==> src/rtl/seg_scan_ctrl.sv <==
// seg_scan_ctrl: 4-digit multiplexed display scanner with dead-time and double-buffered data
//   clk        system clock
//   rst        asynchronous active-high reset
//   enable     scan enable; low holds the scanner in DEAD, idx 0
//   load       one-cycle strobe capturing dig_in/blank_in into the pending buffer
//   dig_in     four nibbles, [3:0] is digit 0
//   blank_in   per-digit blank mask, 1 = digit dark
//   digit_val  active nibble of the current digit, to the shared segment decoders
//   an_n       registered active-low digit enables
//   upd_ack    one-cycle pulse when pending data becomes active
//   frame_tick one-cycle pulse after the last DRIVE cycle of digit 3
module seg_scan_ctrl #(
    parameter int DRIVE_CYC = 50000,
    parameter int DEAD_CYC  = 500
) (
    input  logic        clk,
    input  logic        rst,
    input  logic        enable,
    input  logic        load,
    input  logic [15:0] dig_in,
    input  logic [3:0]  blank_in,
    output logic [3:0]  digit_val,
    output logic [3:0]  an_n,
    output logic        upd_ack,
    output logic        frame_tick
);
    localparam int CW = $clog2(DRIVE_CYC > DEAD_CYC ? DRIVE_CYC : DEAD_CYC);

    typedef enum logic {DEAD, DRIVE} state_t;

    state_t        state, state_nxt;
    logic [CW-1:0] cnt, cnt_nxt;
    logic [1:0]    idx, idx_nxt;
    logic [15:0]   act_dig, act_dig_nxt, pend_dig, pend_dig_nxt;
    logic [3:0]    act_blank, act_blank_nxt, pend_blank, pend_blank_nxt, an_nxt;
    logic          pend, pend_nxt, dead_end, drive_end, frame_end, commit;

    always_ff @(posedge clk or posedge rst) begin
        if (rst) begin
            state      <= DEAD;
            cnt        <= '0;
            idx        <= 2'd0;
            act_dig    <= 16'h0;
            act_blank  <= 4'hF;
            pend_dig   <= 16'h0;
            pend_blank <= 4'hF;
            pend       <= 1'b0;
            an_n       <= 4'hF;
            upd_ack    <= 1'b0;
            frame_tick <= 1'b0;
        end else begin
            state      <= state_nxt;
            cnt        <= cnt_nxt;
            idx        <= idx_nxt;
            act_dig    <= act_dig_nxt;
            act_blank  <= act_blank_nxt;
            pend_dig   <= pend_dig_nxt;
            pend_blank <= pend_blank_nxt;
            pend       <= pend_nxt;
            an_n       <= an_nxt;
            upd_ack    <= commit;
            frame_tick <= frame_end && enable;
        end
    end

    always_comb begin
        dead_end  = state == DEAD && cnt == CW'(DEAD_CYC - 1);
        drive_end = state == DRIVE && cnt == CW'(DRIVE_CYC - 1);
        frame_end = drive_end && idx == 2'd3;
        state_nxt = !enable ? DEAD : dead_end ? DRIVE : drive_end ? DEAD : state;
        cnt_nxt   = (!enable || dead_end || drive_end) ? '0 : cnt + 1'b1;
        idx_nxt   = !enable ? 2'd0 : drive_end ? idx + 2'd1 : idx;
    end

    // A load in the commit cycle bypasses the pending buffer, so pend ends up clear.
    // an_n is computed from the next state so the register lines up with the state it displays.
    always_comb begin
        commit         = pend && (frame_end || !enable);
        act_dig_nxt    = !commit ? act_dig : load ? dig_in : pend_dig;
        act_blank_nxt  = !commit ? act_blank : load ? blank_in : pend_blank;
        pend_dig_nxt   = load ? dig_in : pend_dig;
        pend_blank_nxt = load ? blank_in : pend_blank;
        pend_nxt       = !commit && (load || pend);
        an_nxt         = (state_nxt == DRIVE && !act_blank_nxt[idx_nxt]) ? ~(4'b0001 << idx_nxt) : 4'hF;
        digit_val      = act_dig[{idx, 2'b00} +: 4];
    end
endmodule

==> config.mk <==
export PLATFORM = sky130hd
export DESIGN_NAME = seg_scan_ctrl
export DESIGN_NICKNAME = d
export VERILOG_FILES = /design/src/rtl/seg_scan_ctrl.sv
export SDC_FILE = /design/constraint.sdc
export NUM_CORES = 1
export LEC_CHECK = 0
export CAP_MARGIN = 20
export CORE_ASPECT_RATIO = 1.1
export CORE_MARGIN = 2
export CORE_UTILIZATION = 55
export DETAILED_ROUTE_END_ITERATION = 6
export GPL_TIMING_DRIVEN = 1
export PLACE_DENSITY = 0.83
export RECOVER_POWER = 100
export SYNTH_ARGS = -nofsm -noshare
export SYNTH_HDL_FRONTEND = slang
export SYNTH_SLANG_ARGS = --single-unit
export TNS_END_PERCENT = 100
==> constraint.sdc <==
create_clock -name clk -period 3.15 [get_ports clk]
set_clock_uncertainty 0.15 [all_clocks]
set_input_delay 0.63 -clock clk [delete_from_list [all_inputs] [get_ports clk]]
set_output_delay 0.63 -clock clk [all_outputs]
set_load 0.02 [all_outputs]
==> results.md <==
- Run status: finished clean
- Layout cells sized above 1: 23.4%
- Max-slew violations: 0
- WP data arrival: 2.09 ns
- Cell variety after synth: 37
- DRT Pass-1 Iters: 4
- Die H: 79.4 um
- Worst Tran Pin Value: 1.24 ns
- Cells after synthesis: 208
- Fraction of the mapped netlist area in simple logic gates: 12.9%
- Final setup vio count: 0
- Number of failing hold endpoints at the final stage: 0
- CTS H-tree depth: 3
- Pin count of the biggest net entering global routing: 43
- Die W: 72.5 um
- WP data required: 2.37 ns
- Worst skew pair latency: 0.34 ns
- GRT met2 Usage: 31.0%
- Initial antenna violation count: 0
- Top-area cell type share of the netlist area: 47.5%
- Flops & latches, synth: 66
- Max VDD drop: 0.000388 V
- Synthesized area: 2840 um^2
- Post-CTS setup buffers: 0
- Mean Syn Cell Area: 13.7 um^2
- Routed wire per std cell: 15.9 um
- Post-DP HPWL: 3470 um
- Routed wire length: 5000 um
- Crit. End Element: output pin
- TritonCTS clock tree: built
- Min Tclk post-route: 2.87 ns
- Crit path max fanout: 5
- Post-route DRC: 0
- Synth cell count leaders: dfrtp_1 (54), mux2_2 (38), nor2_1 (20), dfstp_2 (12), nand2_1 (9)
- Sink Count: 66
- Post-CTS sizing: 0
- Synth area leader: dfrtp_1
- GPL Wtd Cong: 0.802
- Port bufs: 33
- GRT met1 Usage: 26.7%
- I/O pin count: 34
- Total nets after synthesis: 234
- Hold/Removal Path Class: flip-flop to flip-flop
- Post-placement cell count: 298
- Met3 usage: 4.67%
- Clock buffer depth: 2
- Cell with the most instances after synthesis: dfrtp_1
- Pre-CTS setup slack: 0.517 ns
- Synth top area cells: dfrtp_1 (48%), mux2_2 (15%), dfstp_2 (11%)
- Asr flop ratio synth: 100%
- Maximum clock rate: 349 MHz
- Final setup margin: 0.282 ns
- RSZ-0062 raised after global routing: no
- Tot GR Track Use: 20.1%
- N_diodes: 0
- Initial Utilization: 56.9%
- Syn. warnings: 0
- Adder-cell share of the synthesized area: 0.880%
- DRT iter0 DRCs: 103
- Fillcell total: 376
- CP Launch Type: flip-flop
- Final Non-Filler Cells: 314
- Number of global-route vias before repair: 1805
- Post-synthesis sequential area ratio: 58.6%
- Hold slack: 0.331 ns
- Largest family of logic cells by synthesized area: multiplexers
- Total design power: 0.00187 W
- Die area: 5760 um^2
- CORE AREA: 5000 um^2
- Cts-stage hold buffer count: 0
- Clock transition at path regs: 0.07 ns
- Leakage power: 1.40 nW
- GRT Max-Usage Layer: met2
- Power Dens Cells: 553 nW/um^2
- Total via count in the routed design: 1743
- Compound-Gate Fraction of Synth Area: 1.63%
- FF+latch area: 1670 um^2
- Number of flops mapped to enable cells by yosys: 0
- Total negative slack: 0 ns
- Vias per inst: 5.55
- ANT nets after route: 0
- Rel. slew slack: 16.9%
- Root buf cell: clkbuf_8
- Top FF cell, synth: dfrtp_1
- CTS buffer count: 9
- Max Cap Viol: 0
- Final period utilization: 91.1%
- Rows: 27
- Footprint of the multi-input gates: 1090 um^2
- Final nets: 277
- Overflow after GRT: 0
- Crit path kind: flip-flop to output pin
- Synth-to-Final Area Change: 18.8%
- Xor-xnor portion of the synthesized cell area: 4.62%
- First-pass GRT wire length: 8580 um
- Mux cell area share after synthesis: 19.3%
[stage by stage]
stage | util (%) | instance area [um^2]
floorplan | - | 2840
global placement | 65.2 | 3260
detailed placement | 65.2 | 3260
CTS | 68.7 | 3440
global route | 67.6 | 3380
finish | 67.6 | 3380
[path summary, 6_finish.rpt]
check	start	to	slack, ns	depth (start not counted)
max reg2reg	cnt[5]	act_dig[4]	0.29	5
max in group asynchronous	rst	cnt[7]	0.61	3
min in group asynchronous	rst	act_dig[7]	0.76	2
min reg2reg	cnt[0]	cnt[0]	0.33	1
min	cnt[0]	cnt[0]	0.33	1
max	idx[0]	digit_val[3]	0.28	2
[worst max-delay path, cell delays in order (launching register included)]
cell	delay, ns
dfrtp_1	0.53
mux4_2	0.55
dlygate4sd3_1	0.67
[sequential cells by signal, indices dropped and copies added, names as in the netlist]
signal,flops
act_dig,16
cnt,16
pend_dig,16
act_blank,4
an_n,4
pend_blank,4
idx,2
frame_tick,1
pend,1
state,1
upd_ack,1
[area by class of cell]
| class | count | share of cell area, % |
|---|---|---|
| well taps | 58 | 2.15 |
| clock inverters | 7 | 1.56 |
| repair buffers | 39 | 10.6 |
| flip-flops and latches | 66 | 49.3 |
| multi-input cells | 131 | 32.3 |
| clock buffers | 9 | 3.67 |
| inverters | 4 | 0.444 |
[power by group]
part           internal (W)  switching (W)
clock              0.000289       0.000346
combinational      0.000137       0.000102
sequential         0.000952      0.0000422
total               0.00138       0.000490
[cells by family after synthesis]
kind of cell    Yosys count
compound gates            6
mux                      45
xor+xnor                 15
simple gates             63
fa+ha+maj                 2
buf+inv                  11
flops                    66
[cell usage in the layout, fill, tap and decap left out, types with 2 or more instances in the layout]
master           netlist  final
nor4_1                 2      4
nor3_1                 2      2
inv_1                  4      4
and4_1                 4      4
nand3_1                5      5
nand2b_1               2      2
clkdlybuf4s50_1        0     21
clkbuf_1               4      4
clkbuf_8               0      9
nand2_1                9      9
nor2b_1                2      2
dlygate4sd3_1          0     12
mux2_1                 1     14
mux2_2                38     25
mux2i_1                2      2
dfrtp_1               54     54
xnor2_1                7      7
nand4b_1               2      2
dfstp_2               12     12
nor2_1                20     20
mux4_2                 4      4
and3_1                 4      4
ha_1                   2      2
inv_6                  0      2
a21oi_1                2      2
nand4_1                3      3
xor2_1                 8      8
clkinvlp_4             0      4
[per-layer routing]
metal / wire [um] / part of all wire [%]
met3: 165 / 3.3
met5: 0 / 0
met4: 122 / 2.4
met2: 2440 / 49
met1: 2280 / 46
(Power assumes the default switching activity.)
